==> config.mk <==
export PLATFORM = sky130hd
export DESIGN_NAME = fifo_wr_arbiter
export DESIGN_NICKNAME = d
export VERILOG_FILES = /design/src/rtl/fifo_wr_arbiter.sv
export SDC_FILE = /design/constraint.sdc
export NUM_CORES = 1
export LEC_CHECK = 0
export ABC_AREA = 1
export BUFFER_PORTS_ARGS = -buffer_cell sky130_fd_sc_hd__buf_2
export CAP_MARGIN = 20
export CORE_MARGIN = 3
export CORE_UTILIZATION = 45
export CTS_BUF_LIST = sky130_fd_sc_hd__clkbuf_4 sky130_fd_sc_hd__clkbuf_8 sky130_fd_sc_hd__clkbuf_16
export DETAILED_ROUTE_END_ITERATION = 8
export HOLD_SLACK_MARGIN = 0.06
export PLACE_DENSITY = 0.87
export SYNTH_ARGS = -nofsm -noshare
export SYNTH_HDL_FRONTEND = slang
export SYNTH_SLANG_ARGS = --single-unit
==> constraint.sdc <==
create_clock -name clk -period 1.9 [get_ports clk]
set_clock_uncertainty 0.1 [all_clocks]
set_input_delay 0.285 -clock clk [delete_from_list [all_inputs] [get_ports clk]]
set_output_delay 0.285 -clock clk [all_outputs]
set_load 0.005 [all_outputs]
==> src/rtl/fifo_wr_arbiter.sv <==
// Round-robin write arbiter sharing one FIFO write port among NREQ producers, with bursts of up to BURST_LEN beats.
// Define FIFO_ARB_STATS_EN to add the saturating wr_beats / full_stalls counters.
module fifo_wr_arbiter #(
  parameter int NREQ      = 4,
  parameter int DW        = 8,
  parameter int BURST_LEN = 4
) (
  input  logic              clk,
  input  logic              rst_,
  input  logic [NREQ-1:0]    req_valid,
  input  logic [NREQ*DW-1:0] req_data,
  output logic [NREQ-1:0]    req_ready,
  input  logic              fifo_full,
  output logic              fifo_wrtEn,
  output logic [DW-1:0]     fifo_wrtData,
  output logic [2:0]        grant_id,
  output logic              busy
`ifdef FIFO_ARB_STATS_EN
  ,
  output logic [15:0]       wr_beats,
  output logic [15:0]       full_stalls
`endif
);

  // Handshake: a beat transfers on a rising edge where req_valid[i] & req_ready[i];
  // the producer holds valid and data stable until that edge.
  typedef enum logic {IDLE, BURST} state_e;

  localparam logic [NREQ-1:0] ONE = NREQ'(1);

  state_e     state_q, state_d;
  logic [2:0] rr_ptr_q, rr_ptr_d;
  logic [2:0] owner_q, owner_d;
  logic [4:0] beat_cnt_q, beat_cnt_d;

  logic       any_valid;
  logic [2:0] sel;
  logic       owner_valid;

  function automatic logic [2:0] next_idx(input logic [2:0] i);
    return (int'(i) == NREQ - 1) ? 3'd0 : i + 3'd1;
  endfunction

  // Scan from the highest offset down so the closest valid requester to rr_ptr wins.
  always_comb begin
    any_valid = 1'b0;
    sel       = 3'd0;
    for (int k = NREQ - 1; k >= 0; k--) begin
      if (req_valid[(int'(rr_ptr_q) + k) % NREQ]) begin
        any_valid = 1'b1;
        sel       = 3'((int'(rr_ptr_q) + k) % NREQ);
      end
    end
  end

  assign owner_valid = |(req_valid & (ONE << owner_q));

  always_comb begin
    req_ready = '0;
    grant_id  = 3'd0;
    if (rst_) begin
      if (state_q == BURST) begin
        req_ready = fifo_full ? '0 : (ONE << owner_q);
        grant_id  = owner_q;
      end else if (any_valid && !fifo_full) begin
        req_ready = ONE << sel;
        grant_id  = sel;
      end
    end
  end

  assign busy         = rst_ && (state_q == BURST);
  assign fifo_wrtEn   = |(req_valid & req_ready);
  assign fifo_wrtData = req_data[int'(grant_id)*DW +: DW];

  always_comb begin
    state_d    = state_q;
    rr_ptr_d   = rr_ptr_q;
    owner_d    = owner_q;
    beat_cnt_d = beat_cnt_q;
    case (state_q)
      IDLE: begin
        if (any_valid && !fifo_full) begin
          if (BURST_LEN > 1) begin
            state_d    = BURST;
            owner_d    = sel;
            beat_cnt_d = 5'd1;
          end else begin
            rr_ptr_d = next_idx(sel);
          end
        end
      end
      BURST: begin
        // A dropped valid releases the port without a write; a full FIFO just holds.
        if (!owner_valid) begin
          state_d    = IDLE;
          rr_ptr_d   = next_idx(owner_q);
          beat_cnt_d = 5'd0;
        end else if (!fifo_full) begin
          if (int'(beat_cnt_q) + 1 == BURST_LEN) begin
            state_d    = IDLE;
            rr_ptr_d   = next_idx(owner_q);
            beat_cnt_d = 5'd0;
          end else begin
            beat_cnt_d = beat_cnt_q + 5'd1;
          end
        end
      end
      default: state_d = IDLE;
    endcase
  end

  always_ff @(posedge clk) begin
    if (!rst_) begin
      state_q    <= IDLE;
      rr_ptr_q   <= 3'd0;
      owner_q    <= 3'd0;
      beat_cnt_q <= 5'd0;
    end else begin
      state_q    <= state_d;
      rr_ptr_q   <= rr_ptr_d;
      owner_q    <= owner_d;
      beat_cnt_q <= beat_cnt_d;
    end
  end

`ifdef FIFO_ARB_STATS_EN
  logic [15:0] wr_beats_q, full_stalls_q;
  logic        eligible_valid;

  assign eligible_valid = (state_q == BURST) ? owner_valid : any_valid;

  always_ff @(posedge clk) begin
    if (!rst_) begin
      wr_beats_q    <= 16'd0;
      full_stalls_q <= 16'd0;
    end else begin
      if (fifo_wrtEn && wr_beats_q != 16'hFFFF) wr_beats_q <= wr_beats_q + 16'd1;
      if (eligible_valid && fifo_full && full_stalls_q != 16'hFFFF)
        full_stalls_q <= full_stalls_q + 16'd1;
    end
  end

  assign wr_beats    = wr_beats_q;
  assign full_stalls = full_stalls_q;
`endif

endmodule

Word-level counts from Yosys, hierarchy flattened --
Index checks and enable logic that the tools add are counted.
Storage, ports and cells: input port bits 39, register bits after elaboration 11, output and inout port bits 17
Operators by class: reductions and logical operators 11, bitwise operators 6, eq/ne operators 5, order comparisons 4, $add $sub $neg 6, shift-type cells 3, multiplexer cells 41
Operator list (count):
- $shiftx A32 B7 Y8 | 1
- $mux W3 | 7
- $mux W5 | 4
- $mux W4 | 4
- $mux W1 | 15
- $lt A3 B4 Y1 const B | 3
- $mux W2 | 5
- $pmux W5 S2 | 1
- $and A4 B4 Y4 | 2
- $bmux W1 S2 | 4
- $reduce_or A4 Y1 | 2
- $shl A1 B3 Y4 const A | 2
- $add A5 B1 Y6 const B | 1
- $eq A6 B3 Y1 const B | 1
- $reduce_or A2 Y1 | 3
- $add A5 B1 Y5 const B | 1
- $add A2 B1 Y2 const B | 2
- $add A2 B2 Y2 const B | 2
- $reduce_and A2 Y1 | 2
- $and A1 B1 Y1 const A | 3
- $eq A3 B3 Y1 const B | 1
- $lt A2 B3 Y1 const B | 1
- $ne A3 B2 Y1 const B | 1
- $ne A3 B3 Y1 const B | 1
- other kinds (6) | 7

Logic depth before layout (Yosys ltp) --
Gate-level depths: netlist of the first run.
depth in word-level cells 16, mapped depth 17, gate-level depth less buffers 15

Worst setup path before layout of the first run --
No wires, ideal clock.
path kind flip-flop to output port, start register rr_ptr_q[0], end output fifo_wrtData[3], arrival time 1.589 ns, path buffers 2, setup slack -0.074 ns, cell stages (with the launch flop) 18, path through dfxtp_1 > buf_6 > inv_12 > nand2_2 > nand2_2 > nand2_2 > nand2_2 > nor2_4 > nand2_4 > nand3_4 > nor2_8 > nand2_8 > nand2_8 > buf_12 > nand2_2 > nand2_1 > nand2_1 > nand2_1
On the way: word-level cells in the longest chain between the ends 13, elaborated cells on any way between the ends 33, classes of those cells add/sub: 3; shift: 1; mux: 22; bitwise: 3; reduce/logical: 4
RTL lines:
- from (decl) | RTL line 32 | logic [2:0] rr_ptr_q, rr_ptr_d;
- from (signal assigned) | RTL line 121 | rr_ptr_q <= rr_ptr_d;
- $add A2 B2 Y2 | RTL line 49, 51
- $bmux W1 S2 | RTL line 49 | if (req_valid[(int'(rr_ptr_q) + k) % NREQ]) begin
- $mux W1 (implied by the code) (2 in series) | RTL line 49
- $mux W1 (4 in series) | RTL line 49
- $logic_and A1 B1 Y1 | RTL line 65 | end else if (any_valid && !fifo_full) begin
- $mux W3 (*) | RTL line 65
- $mux W3 (*) | RTL line 62 | if (state_q == BURST) begin
- $mux W3 (*) | RTL line 61 | if (rst_) begin
- named net grant_id[0] | RTL line 16 | output logic [2:0] grant_id,
- $shiftx A32 B7 Y8 (*) | RTL line 74 | assign fifo_wrtData = req_data[int'(grant_id)*DW +: DW];
- to (decl) | RTL line 15 | output logic [DW-1:0] fifo_wrtData,
The timed path passes the listed nets; every way through them passes the cells marked *. The select of a mux whose other input is x is not followed.

Worst setup path after layout of the first run --
start register rr_ptr_q[0], end output fifo_wrtData[3]
On the way: word-level cells in the longest chain between the ends 13, elaborated cells on any way between the ends 33, classes of those cells add/sub: 3; shift: 1; mux: 22; bitwise: 3; reduce/logical: 4
RTL lines (RTL line):
- $add A2 B2 Y2 | 49, 51
- $bmux W1 S2 | 49
- $mux W1 (implied by the code) (2 in series) | 49
- $mux W1 (4 in series) | 49
- $logic_and A1 B1 Y1 | 65
- $mux W3 (*) | 65
- $mux W3 (*) | 62
- $mux W3 (*) | 61
- $shiftx A32 B7 Y8 (*) | 74
Every way passes the cells marked *; elsewhere a longest branch is shown, timed or not. The select of a mux whose other input is x is not followed.

==> tab_implementation.tex, run 1 <==
\begin{tabular}{lr}
\hline
Metric & Value \\
\hline
\multicolumn{2}{l}{\textbf{Final layout}} \\
Share of layout cells above drive strength 1 & 0.5685 \\
Post-layout nets & 383 \\
N\_diodes & 0 \\
End-of-flow core utilization & 0.7980 \\
Post-Layout Cell Count & 380 \\
Fill cell count & 202 \\
Area Growth Syn to Fin & 66.78\% \\
Final design area excluding fillers & 2456 um\^{}2 \\
Total area of sequential cells & 212.7 um\^{}2 \\
Area occupied by multi-input gates & 1394 um\^{}2 \\
\multicolumn{2}{l}{\textbf{Outcome}} \\
Violated checks & negative setup slack \\
Result of the run & finished, violations left \\
\multicolumn{2}{l}{\textbf{Logic synthesis}} \\
Number of flip-flops and latches in the synthesized netlist & 10 \\
Instance count of the mapped netlist & 244 \\
Cell taking the most area after synthesis & sky130\_fd\_sc\_hd\_\_nand2\_1 \\
Area contributors post-synth & sky130\_fd\_sc\_hd\_\_nand2\_1, sky130\_fd\_sc\_hd\_\_dfxtp\_1, sky130\_fd\_sc\_hd\_\_nand2\_2 \\
Synth async-reset ratio & 0 \\
Library cell with the highest instance count after synthesis & sky130\_fd\_sc\_hd\_\_nand2\_1 \\
Share of synthesized area occupied by flip-flops and latches & 0.1359 \\
Synth unique cells & 32 \\
Post-synthesis area per instance & 6.036 um\^{}2 \\
Synthesis Warnings & 0 \\
Top cell type's share of synthesized area & 0.2192 \\
Top post-synthesis cells by count & sky130\_fd\_sc\_hd\_\_nand2\_1, sky130\_fd\_sc\_hd\_\_nand3\_1, sky130\_fd\_sc\_hd\_\_nand2\_2 \\
Synthesized Nets & 289 \\
Number of enable-type register cells in the synthesized netlist & 0 \\
Post-synth top flop & sky130\_fd\_sc\_hd\_\_dfxtp\_1 \\
Post-synthesis cell area & 1473 um\^{}2 \\
\multicolumn{2}{l}{\textbf{Placement}} \\
Post-DP HPWL & 3.379 mm \\
Global placement routability congestion & 0.9417 \\
Number of placed cells counting well taps & 363 \\
Port buffer count & 54 \\
Instance area after placement & 1997 um\^{}2 \\
\multicolumn{2}{l}{\textbf{Routing}} \\
Number of iterations in the first detailed-routing pass & 5 \\
DRC violation count after routing & 0 \\
DR vias & 2154 \\
Routed WL & 6.354 mm \\
Antenna viol nets, final & 0 \\
Final routed wire length divided by cell count & 16.72 um \\
Number of DRC violations after detailed-routing iteration 0 & 226 \\
Routed via count divided by cell count & 5.668 \\
\multicolumn{2}{l}{\textbf{Critical path}} \\
Worst-path cell with the longest stage delay & sky130\_fd\_sc\_hd\_\_dfxtp\_4 \\
RR Startpoint & rr\_ptr\_q[0] \\
Setup slack of the worst register-to-register path & -0.09 ns \\
Data required time of the worst path & 1.51 ns \\
FF-to-FF End & owner\_q[0] \\
Worst path most repeated cell & sky130\_fd\_sc\_hd\_\_nand2\_1 \\
Category of the critical setup timing path & flop to output pin \\
CP Launch Type & flop \\
Maximum fanout along the worst path & 6 \\
CP cell instances & buf\_8, nand2\_8, nand3\_4, nand2\_4, inv\_2, nand2\_2, nand2\_2, nand3\_2, nand2\_4, nand2\_8, buf\_12, nand3\_1, nand2\_1, nand2\_1, nand2\_1, buf\_2 \\
Depth of the worst register-to-register path & 12 \\
Crit. End Element & output pin \\
Slowest cell delay on critical path & 0.45 ns \\
Critical path data arrival time & 2.27 ns \\
\multicolumn{2}{l}{\textbf{STA}} \\
Worst hold slack & 0.2339 ns \\
Share of the cycle needed by the critical path after routing & 1.395 \\
Max Clock Freq & 0.3772 GHz \\
Minimum clock period & 2.651 ns \\
Setup violation total in the final timing report & 18 \\
Worst path setup slack after routing & -0.7513 ns \\
Unrepaired setup endpoints after global routing & true \\
Final count of hold timing violations & 0 \\
Final Max Slew Viols & 0 \\
\multicolumn{2}{l}{\textbf{Hold path}} \\
Hold Crit Endpoint & rr\_ptr\_q[1] \\
WHS Path Cells & 3 \\
Beginning of the worst hold path & rst\_ \\
Hold/Removal Path Class & primary input to flop \\
\multicolumn{2}{l}{\textbf{GRT}} \\
Pin count of the biggest net entering global routing & 13 \\
Antenna violations before repair & 0 \\
Remaining global-route overflow & 0 \\
Vias in the first global route & 1772 \\
Total global routing track utilization & 0.2300 \\
Wire length of the first global-routing pass & 7.679 mm \\
\multicolumn{2}{l}{\textbf{Floorplanning}} \\
Starting Density & 0.4785 \\
Placeable core region & 3078 um\^{}2 \\
Die W & 63.21 um \\
Y dimension of the die & 63.21 um \\
Number of I/O pins & 56 \\
Floorplan die area & 3995 um\^{}2 \\
Num rows & 20 \\
\multicolumn{2}{l}{\textbf{Clock tree}} \\
Clock latency on the worst-skew pair & 0.27 ns \\
Root buffer selected by CTS & sky130\_fd\_sc\_hd\_\_clkbuf\_4 \\
Clock Pin Slew Worst Setup and Hold Paths & 0.06 ns \\
Hold Buf Count CTS & 0 \\
CTS sink cnt & 10 \\
TritonCTS clock tree & done \\
Number of CTS-inserted buffers & 3 \\
Largest buffer count on any clock path & 2 \\
Depth of the CTS H-tree & 1 \\
\multicolumn{2}{l}{\textbf{Pwr}} \\
Power per Cell Area & 748.0 nW/um\^{}2 \\
Leakage power & 1.323 nW \\
Worst vdd rail ir drop & 0.0004358 V \\
Power, Total & 1.837 mW \\
\multicolumn{2}{l}{\textbf{Run}} \\
Total of max-cap violations & 0 \\
\hline
\end{tabular}
critical path: cells and delay by family, from the launching register on:
kind / cells / cell delay [ns]
and+or+nand+nor: 12 / 1.03
buffers and inverters: 4 / 0.52
DFF: 1 / 0.45
report_power, final:
group          internal [mW]  switching (mW)
clock                 0.0734          0.0748
combinational          0.600           0.789
sequential             0.248          0.0519
total                  0.922           0.916
how the worst max path moves through the flow:
stage | start | to | slack, ns | cells past startpoint
3_5_place_dp | rr_ptr_q[0] | fifo_wrtData[5] | -0.30 | 16
6_report | rr_ptr_q[0] | fifo_wrtData[3] | -0.75 | 16
3_3_place_gp | rr_ptr_q[0] | fifo_wrtData[5] | -0.22 | 16
4_1_cts | rr_ptr_q[0] | fifo_wrtData[2] | -0.52 | 17
5_1_grt | rr_ptr_q[0] | fifo_wrtData[1] | -0.84 | 16
2_1_floorplan | rr_ptr_q[0] | fifo_wrtData[3] | -0.07 | 17
area by class of cell:
| cell class | instances | share of cell area |
|---|---|---|
| Clock buffer | 3 | 0.009170 |
| Multi-Input combinational cell | 203 | 0.5675 |
| Tap cell | 44 | 0.02241 |
| Inverter | 25 | 0.04738 |
| Timing Repair Buffer | 95 | 0.2669 |
| Sequential cell | 10 | 0.08660 |
metrics by stage:
step | TNS [ns] | worst slack [ns]
floorplan | -0.5848 | -0.07431
global placement | -2.316 | -0.2242
detailed placement | -3.095 | -0.2980
CTS | -6.582 | -0.5197
global route | -11.51 | -0.8413
finish | -9.198 | -0.7513
cell usage in the layout (no fill, tap or decap), drive strengths merged, types with 4 or more instances in the layout:
cell      n
ha        6
nand2   118
buf      94
nand4     4
a21oi    10
nor2     12
o21ai    10
clkbuf    4
dfxtp    10
inv      25
nand3    35
logic make-up after synthesis:
kind of cell / share of synthesized area
and+or+nand+nor: 0.5854
DFF: 0.1359
other: 0.002546
buffers and inverters: 0.1139
AOI/OAI and AO/OA: 0.09941
xor gates and xnor gates: 0.01190
adders and majority gates: 0.05098
what timing repair did:
action,CTS,global route
resized for setup,26,68
hold endpoints to repair,0,0
buffers inserted,4,9
cloned,1,1
pin swaps,9,30
setup endpoints to repair,16,24
state kept, by name, indices dropped and copies added, names as in the netlist:
| register | count |
|---|---|
| beat_cnt_q | 5 |
| rr_ptr_q | 2 |
| owner_q | 2 |
| state_q | 1 |
routing by layer:
metal  global-route usage  up-vias  share of wire
met5                    0        -              0
met4              0.07008        0          0.074
met3              0.02674       49          0.074
met2               0.4137      147           0.48
met1               0.2845      987           0.37
li1                     -      971              -
No activity file was read; power rests on OpenSTA's default activity.
==> run 2, diff against run 1 <==
--- a/config.mk
+++ b/config.mk
@@ -13,7 +13,7 @@
 export CTS_BUF_LIST = sky130_fd_sc_hd__clkbuf_4 sky130_fd_sc_hd__clkbuf_8 sky130_fd_sc_hd__clkbuf_16
 export DETAILED_ROUTE_END_ITERATION = 8
 export HOLD_SLACK_MARGIN = 0.06
-export PLACE_DENSITY = 0.87
+export PLACE_DENSITY_LB_ADDON = 0.25
 export SYNTH_ARGS = -nofsm -noshare
 export SYNTH_HDL_FRONTEND = slang
 export SYNTH_SLANG_ARGS = --single-unit
==> run 2 against run 1 <==
Effect of this change: the run still ends with negative setup slack left; non-clock buffer count grew 2; combinational power is 10% lower; utilization down 1.2 points; total power is 5.6% lower; largest cell class unchanged; highest routed layer unchanged.
==> tab_implementation.tex, run 2 (synthesized netlist as in run 1, its figures left out) <==
\begin{tabular}{lr}
\hline
Metric & Value \\
\hline
\multicolumn{2}{l}{\textbf{Outcome}} \\
Result of the run & finished, violations left \\
Violated checks & negative setup slack \\
\multicolumn{2}{l}{\textbf{Clock tree}} \\
CTS sink cnt & 10 (unchanged) \\
Hold Buf Count CTS & 0 (unchanged) \\
Depth of the CTS H-tree & 1 (unchanged) \\
TritonCTS clock tree & done \\
Clock Pin Slew Worst Setup and Hold Paths & 0.07 ns (about the same) \\
Number of CTS-inserted buffers & 3 (unchanged) \\
Largest buffer count on any clock path & 2 (unchanged) \\
Clock latency on the worst-skew pair & 0.26 ns (about the same) \\
Root buffer selected by CTS & sky130\_fd\_sc\_hd\_\_clkbuf\_4 \\
\multicolumn{2}{l}{\textbf{Final layout}} \\
Area occupied by multi-input gates & 1366 um\^{}2 (-2.0\%) \\
N\_diodes & 0 (unchanged) \\
Final design area excluding fillers & 2420 um\^{}2 (-1.5\%) \\
Regs by FF count & beat\_cnt\_q (5), owner\_q (2), rr\_ptr\_q (2) \\
Max FFs per register & 5 (unchanged) \\
Share of layout cells above drive strength 1 & 0.5723 (+0.003819) \\
Leading cell type in the layout, fill and taps excluded & sky130\_fd\_sc\_hd\_\_nand2\_1 \\
Register containing the most flip-flops in the final layout & beat\_cnt\_q \\
Fill cell count & 231 (+14\%) \\
Commonest cells after routing, fill and taps aside & sky130\_fd\_sc\_hd\_\_nand2\_1, sky130\_fd\_sc\_hd\_\_buf\_2, sky130\_fd\_sc\_hd\_\_buf\_4 \\
End-of-flow core utilization & 0.7862 (-0.01179) \\
Area Growth Syn to Fin & 64.32\% \\
Total area of sequential cells & 212.7 um\^{}2 (unchanged) \\
Post-layout nets & 385 (+0.52\%) \\
\multicolumn{2}{l}{\textbf{Pwr}} \\
Power, Total & 1.734 mW (-5.6\%) \\
Worst vdd rail ir drop & 0.0004826 V (+11\%) \\
Leakage power & 1.322 nW (about the same) \\
Power per Cell Area & 716.4 nW/um\^{}2 (-4.2\%) \\
\multicolumn{2}{l}{\textbf{Critical path}} \\
Buffer and inverter count on the worst path & 4 (unchanged) \\
Slowest cell delay on critical path & 0.44 ns (about the same) \\
Crit. End Element & output pin \\
Worst-path cell with the longest stage delay & sky130\_fd\_sc\_hd\_\_dfxtp\_4 \\
Data required time of the worst path & 1.51 ns (about the same) \\
Maximum fanout along the worst path & 8 (+2) \\
Critical path data arrival time & 2.11 ns (-0.16 ns) \\
CP Launch Type & flop \\
Cell family with the largest share of critical-path delay & simple AND/OR/NAND/NOR gates \\
Category of the critical setup timing path & flop to output pin \\
CP cell instances & buf\_6, nand2\_4, nand3\_4, nand2\_4, inv\_2, nand2\_2, nand2\_2, nand3\_2, nand2\_4, nand2\_8, buf\_12, nand3\_2, nand2\_1, nand2\_1, nand2\_1, buf\_2 \\
\multicolumn{2}{l}{\textbf{Placement}} \\
Instance area after placement & 2024 um\^{}2 (+1.4\%) \\
Post-DP HPWL & 3.317 mm (-1.8\%) \\
Global placement routability congestion & 0.9442 (+0.27\%) \\
Post-Place Setup Slack & -0.2814 ns (+0.01661 ns) \\
Port buffer count & 54 (unchanged) \\
\multicolumn{2}{l}{\textbf{Floorplanning}} \\
Y dimension of the die & 63.21 um (unchanged) \\
Die W & 63.21 um (unchanged) \\
Starting Density & 0.4785 (unchanged) \\
Floorplan die area & 3995 um\^{}2 (unchanged) \\
Number of I/O pins & 56 (unchanged) \\
Num rows & 20 (unchanged) \\
Placeable core region & 3078 um\^{}2 (unchanged) \\
\multicolumn{2}{l}{\textbf{STA}} \\
Final Max Slew Viols & 0 (unchanged) \\
Accumulated negative setup slack & -7.473 ns (+1.726 ns) \\
Setup violation total in the final timing report & 15 (-3) \\
Max Clock Freq & 0.4002 GHz (+6.1\%) \\
Minimum clock period & 2.499 ns (-0.1524 ns) \\
Worst path setup slack after routing & -0.5989 ns (+0.1524 ns) \\
Final count of hold timing violations & 0 (unchanged) \\
Share of the cycle needed by the critical path after routing & 1.315 (-0.08019) \\
Unrepaired setup endpoints after global routing & true \\
\multicolumn{2}{l}{\textbf{Routing}} \\
DR vias & 2005 (-6.9\%) \\
Number of iterations in the first detailed-routing pass & 4 (-1) \\
Number of DRC violations after detailed-routing iteration 0 & 180 (-20\%) \\
Final routed wire length divided by cell count & 13.57 um (-19\%) \\
Routed via count divided by cell count & 5.235 (-7.6\%) \\
DRC violation count after routing & 0 (unchanged) \\
Antenna viol nets, final & 0 (unchanged) \\
Routed WL & 5.198 mm (-18\%) \\
\multicolumn{2}{l}{\textbf{GRT}} \\
Vias in the first global route & 1826 (+3.0\%) \\
Wire length of the first global-routing pass & 7.714 mm (+0.46\%) \\
Remaining global-route overflow & 0 (unchanged) \\
Pin count of the biggest net entering global routing & 11 (-2) \\
Total global routing track utilization & 0.2265 (-0.003548) \\
Antenna violations before repair & 0 (unchanged) \\
\multicolumn{2}{l}{\textbf{Hold path}} \\
Hold/Removal Path Class & primary input to flop \\
\multicolumn{2}{l}{\textbf{Run}} \\
Total of max-cap violations & 0 (unchanged) \\
\hline
\end{tabular}
==> run 2: worst paths after layout <==
path                                     from         endpoint  slack, ns  cells after the start
worst max-delay path              rr_ptr_q[0]  fifo_wrtData[4]      -0.60                     16
worst min-delay path                     rst_    beat_cnt_q[3]       0.25                      3
worst max register to register     owner_q[0]    beat_cnt_q[0]       0.06                     10
worst min register to register  beat_cnt_q[3]    beat_cnt_q[3]       0.46                      2
==> run 2: power breakdown <==
group	switching, mW	internal [mW]
clock network	0.0734	0.116
logic	0.690	0.559
registers	0.0467	0.248
==> run 2: area by class of cell <==
class,instances,area share
Tap cell,44,0.02275
Timing Repair Buffer,97,0.2637
Sequential cell,10,0.08790
Clock buffer,4,0.01499
Inverter,25,0.04602
Multi-Input combinational cell,203,0.5646
==> run 2: tightest hold or removal path, stage by stage <==
cell and delay (ns):
sky130_fd_sc_hd__buf_2 0.17, sky130_fd_sc_hd__o21ai_2 0.07, sky130_fd_sc_hd__a21oi_1 0.04
==> run 2: per-stage QoR <==
stage               hold WS (ns)  instances
floorplan                 0.3778        244
global route              0.2595        383
detailed placement        0.4595        370
finish                    0.2481        383
CTS                       0.2373        380
global placement          0.4551        370
==> run 2: routing by layer <==
metal	global-route usage	part of all wire	vias up
li1	-	-	974
met1	0.2948	0.41	941
met2	0.4071	0.52	72
met3	0.01426	0.035	18
met4	0.05121	0.033	0
met5	0	0	-
==> run 2: repair_timing <==
| action | in CTS | in global routing |
|---|---|---|
| gates cloned | 1 | 0 |
| setup buffers | 6 | 3 |
| setup endpoints to repair | 18 | 23 |
| gates resized for setup | 38 | 51 |
| pin swaps | 14 | 21 |
==> run 3, diff against run 2 <==
==> constraint.sdc (replaced) <==
create_clock -name clk -period 2.25 [get_ports clk]
set_clock_uncertainty 0.1 [all_clocks]
set_input_delay 0.3375 -clock clk [delete_from_list [all_inputs] [get_ports clk]]
set_output_delay 0.3375 -clock clk [all_outputs]
set_load 0.01 [all_outputs]
==> run 3 against run 2 <==
Effect of this change: the run still ends with negative setup slack left; final area shrank 10%; die area is the same; setup slack gained 0.31 ns; via count shrank 12%; non-clock buffer count shrank 25; combinational power shrank 28%; global-route usage shrank 4.0 points; clock-buffer cell count shrank 1; wire length shrank 22%; sequential power shrank 15%; clock power shrank 37%.
==> tab_implementation.tex, run 3 (synthesized netlist as in run 1, its figures left out) <==
\begin{tabular}{lr}
\hline
Metric & Value \\
\hline
\multicolumn{2}{l}{\textbf{Outcome}} \\
Result of the run & finished, violations left \\
Violated checks & negative setup slack \\
\multicolumn{2}{l}{\textbf{Clock tree}} \\
Root buffer selected by CTS & sky130\_fd\_sc\_hd\_\_clkbuf\_4 \\
TritonCTS clock tree & done \\
Depth of the CTS H-tree & 1 (unchanged) \\
CTS sink cnt & 10 (unchanged) \\
Number of CTS-inserted buffers & 3 (unchanged) \\
Clock latency on the worst-skew pair & 0.26 ns (about the same) \\
Largest buffer count on any clock path & 2 (unchanged) \\
Clock Pin Slew Worst Setup and Hold Paths & 0.06 ns (about the same) \\
\multicolumn{2}{l}{\textbf{STA}} \\
Final Max Slew Viols & 0 (unchanged) \\
Minimum clock period & 2.540 ns \\
Setup violation total in the final timing report & 12 (-3) \\
Unrepaired setup endpoints after global routing & true \\
Share of the cycle needed by the critical path after routing & 1.129 \\
Final count of hold timing violations & 0 (unchanged) \\
Worst path setup slack after routing & -0.2898 ns (+0.3092 ns) \\
Max Clock Freq & 0.3937 GHz \\
\multicolumn{2}{l}{\textbf{Routing}} \\
Routed via count divided by cell count & 4.969 (-5.1\%) \\
Routed WL & 4.078 mm (-22\%) \\
Number of DRC violations after detailed-routing iteration 0 & 95 (-47\%) \\
DRC violation count after routing & 0 (unchanged) \\
Antenna viol nets, final & 0 (unchanged) \\
Number of iterations in the first detailed-routing pass & 4 (unchanged) \\
DR vias & 1774 (-12\%) \\
Final routed wire length divided by cell count & 11.42 um (-16\%) \\
\multicolumn{2}{l}{\textbf{GRT}} \\
Pin count of the biggest net entering global routing & 12 (+1) \\
Remaining global-route overflow & 0 (unchanged) \\
Vias in the first global route & 1486 (-19\%) \\
Antenna violations before repair & 0 (unchanged) \\
Total global routing track utilization & 0.1864 (-0.04009) \\
Wire length of the first global-routing pass & 6.313 mm (-18\%) \\
\multicolumn{2}{l}{\textbf{Final layout}} \\
Area Growth Syn to Fin & 47.32\% \\
Post-Layout Cell Count & 357 (-6.8\%) \\
Final design area excluding fillers & 2170 um\^{}2 (-10\%) \\
Commonest cells after routing, fill and taps aside & sky130\_fd\_sc\_hd\_\_nand2\_1, sky130\_fd\_sc\_hd\_\_buf\_2, sky130\_fd\_sc\_hd\_\_nand2\_2 \\
Fill cell count & 269 (+16\%) \\
N\_diodes & 0 (unchanged) \\
Post-layout nets & 360 (-6.5\%) \\
Area occupied by multi-input gates & 1295 um\^{}2 (-5.2\%) \\
Regs by FF count & beat\_cnt\_q (5), owner\_q (2), rr\_ptr\_q (2) \\
Total area of sequential cells & 207.7 um\^{}2 (-2.4\%) \\
Max FFs per register & 5 (unchanged) \\
Leading cell type in the layout, fill and taps excluded & sky130\_fd\_sc\_hd\_\_nand2\_1 \\
Share of layout cells above drive strength 1 & 0.4856 (-0.08665) \\
Register containing the most flip-flops in the final layout & beat\_cnt\_q \\
\multicolumn{2}{l}{\textbf{Pwr}} \\
Leakage power & 1.188 nW (-10\%) \\
Worst vdd rail ir drop & 0.0004020 V (-17\%) \\
Power per Cell Area & 586.0 nW/um\^{}2 (-18\%) \\
\multicolumn{2}{l}{\textbf{Placement}} \\
Post-Place Setup Slack & 0.01812 ns (+0.2995 ns) \\
Global placement routability congestion & 0.8817 (-6.6\%) \\
Port buffer count & 54 (unchanged) \\
Number of placed cells counting well taps & 346 (-6.5\%) \\
Instance area after placement & 1844 um\^{}2 (-8.9\%) \\
Post-DP HPWL & 3.004 mm (-9.4\%) \\
\multicolumn{2}{l}{\textbf{Critical path}} \\
Depth of the worst register-to-register path & 11 (+1) \\
Category of the critical setup timing path & flop to output pin \\
Critical path data arrival time & 2.10 ns (about the same) \\
CP Launch Type & flop \\
Crit. End Element & output pin \\
Data required time of the worst path & 1.81 ns (+0.30 ns) \\
Maximum fanout along the worst path & 9 (+1) \\
\multicolumn{2}{l}{\textbf{Hold path}} \\
Hold/Removal Path Class & primary input to flop \\
WHS Path Cells & 3 (unchanged) \\
\multicolumn{2}{l}{\textbf{Floorplanning}} \\
Num rows & 20 (unchanged) \\
Placeable core region & 3078 um\^{}2 (unchanged) \\
Starting Density & 0.4785 (unchanged) \\
Floorplan die area & 3995 um\^{}2 (unchanged) \\
Die W & 63.21 um (unchanged) \\
Number of I/O pins & 56 (unchanged) \\
Y dimension of the die & 63.21 um (unchanged) \\
\multicolumn{2}{l}{\textbf{Run}} \\
Total of max-cap violations & 0 (unchanged) \\
\hline
\end{tabular}
==> run 3: cell count changes in the layout (fill, tap and decap cells not counted), moves of 3 or more <==
cell / before / now
sky130_fd_sc_hd__nand2_4: 13 / 16
sky130_fd_sc_hd__o21ai_2: 5 / 0
sky130_fd_sc_hd__ha_2: 3 / 0
sky130_fd_sc_hd__ha_1: 3 / 6
sky130_fd_sc_hd__o21ai_0: 1 / 10
sky130_fd_sc_hd__nor2_1: 4 / 7
sky130_fd_sc_hd__buf_4: 35 / 12
sky130_fd_sc_hd__nand3_1: 18 / 21
sky130_fd_sc_hd__o21ai_1: 4 / 0
==> run 3: worst paths after layout <==
| check | slack [ns] | startpoint | endpoint |
|---|---|---|---|
| max | -0.29 | rr_ptr_q[0] | fifo_wrtData[5] |
| min | 0.28 | rst_ | rr_ptr_q[1] |
| max reg2reg | 0.22 | owner_q[1] | rr_ptr_q[1] |
| min reg2reg | 0.46 | rr_ptr_q[1] | rr_ptr_q[1] |
==> run 3: worst max-delay path: stages, from the launching register on <==
cell                        delay (ns)
sky130_fd_sc_hd__dfxtp_2          0.32
sky130_fd_sc_hd__buf_12           0.14
sky130_fd_sc_hd__inv_12           0.07
sky130_fd_sc_hd__nand2_4          0.05
sky130_fd_sc_hd__nand2_4          0.09
sky130_fd_sc_hd__nand2_4          0.06
sky130_fd_sc_hd__nand2_4          0.09
sky130_fd_sc_hd__nor2_4           0.04
sky130_fd_sc_hd__nand2_4          0.08
sky130_fd_sc_hd__nand3_4          0.09
sky130_fd_sc_hd__nor2_8           0.17
sky130_fd_sc_hd__nand2_8          0.12
sky130_fd_sc_hd__clkbuf_16        0.17
sky130_fd_sc_hd__nand3_1          0.06
sky130_fd_sc_hd__nand2_1          0.06
sky130_fd_sc_hd__nand2_1          0.05
sky130_fd_sc_hd__nand2_1          0.04
sky130_fd_sc_hd__buf_2            0.13
==> run 3: where the power goes <==
| part | switching, mW | internal (mW) |
|---|---|---|
| Sequential | 0.0414 | 0.209 |
| Combinational | 0.524 | 0.377 |
| Clock | 0.0585 | 0.0617 |
==> run 3: routing by layer <==
| layer | vias to the layer above | global-route usage | routed length (um) |
|---|---|---|---|
| met1 | 809 | 0.2562 | 1835 |
| met3 | 4 | 0.01426 | 136 |
| li1 | 928 | - | - |
| met5 | - | 0 | 0 |
| met2 | 33 | 0.3215 | 2066 |
| met4 | 0 | 0.03235 | 40 |
==> run 3: final cells by class <==
class,count,area share
sequential,10,0.09573
clock buffer,3,0.01038
tap,44,0.02537
timing repair buffer,72,0.2203
multi-input combinational,203,0.5969
inverter,25,0.05133
==> run 3: what timing repair did <==
action                     in CTS  in global routing
resized for setup              15                 42
hold buffers                    0                  0
gates cloned                    1                  1
pin swaps                       4                  8
setup endpoints to repair      14                 21
buffers inserted                2                  4
==> run 3: through the flow <==
| step | total power [mW] | util | hold slack (ns) | setup TNS (ns) |
|---|---|---|---|---|
| after detailed placement | 0.9605 | 0.5992 | 0.4691 | 0 |
| after global routing | 1.381 | 0.7049 | 0.3056 | -4.388 |
| final | 1.271 | 0.7049 | 0.2800 | -2.618 |
| after global placement | 0.9554 | 0.5992 | 0.4540 | 0 |
| after CTS | 1.136 | 0.6305 | 0.2660 | -2.348 |
| after floorplan | 0.7634 | - | 0.4303 | 0 |
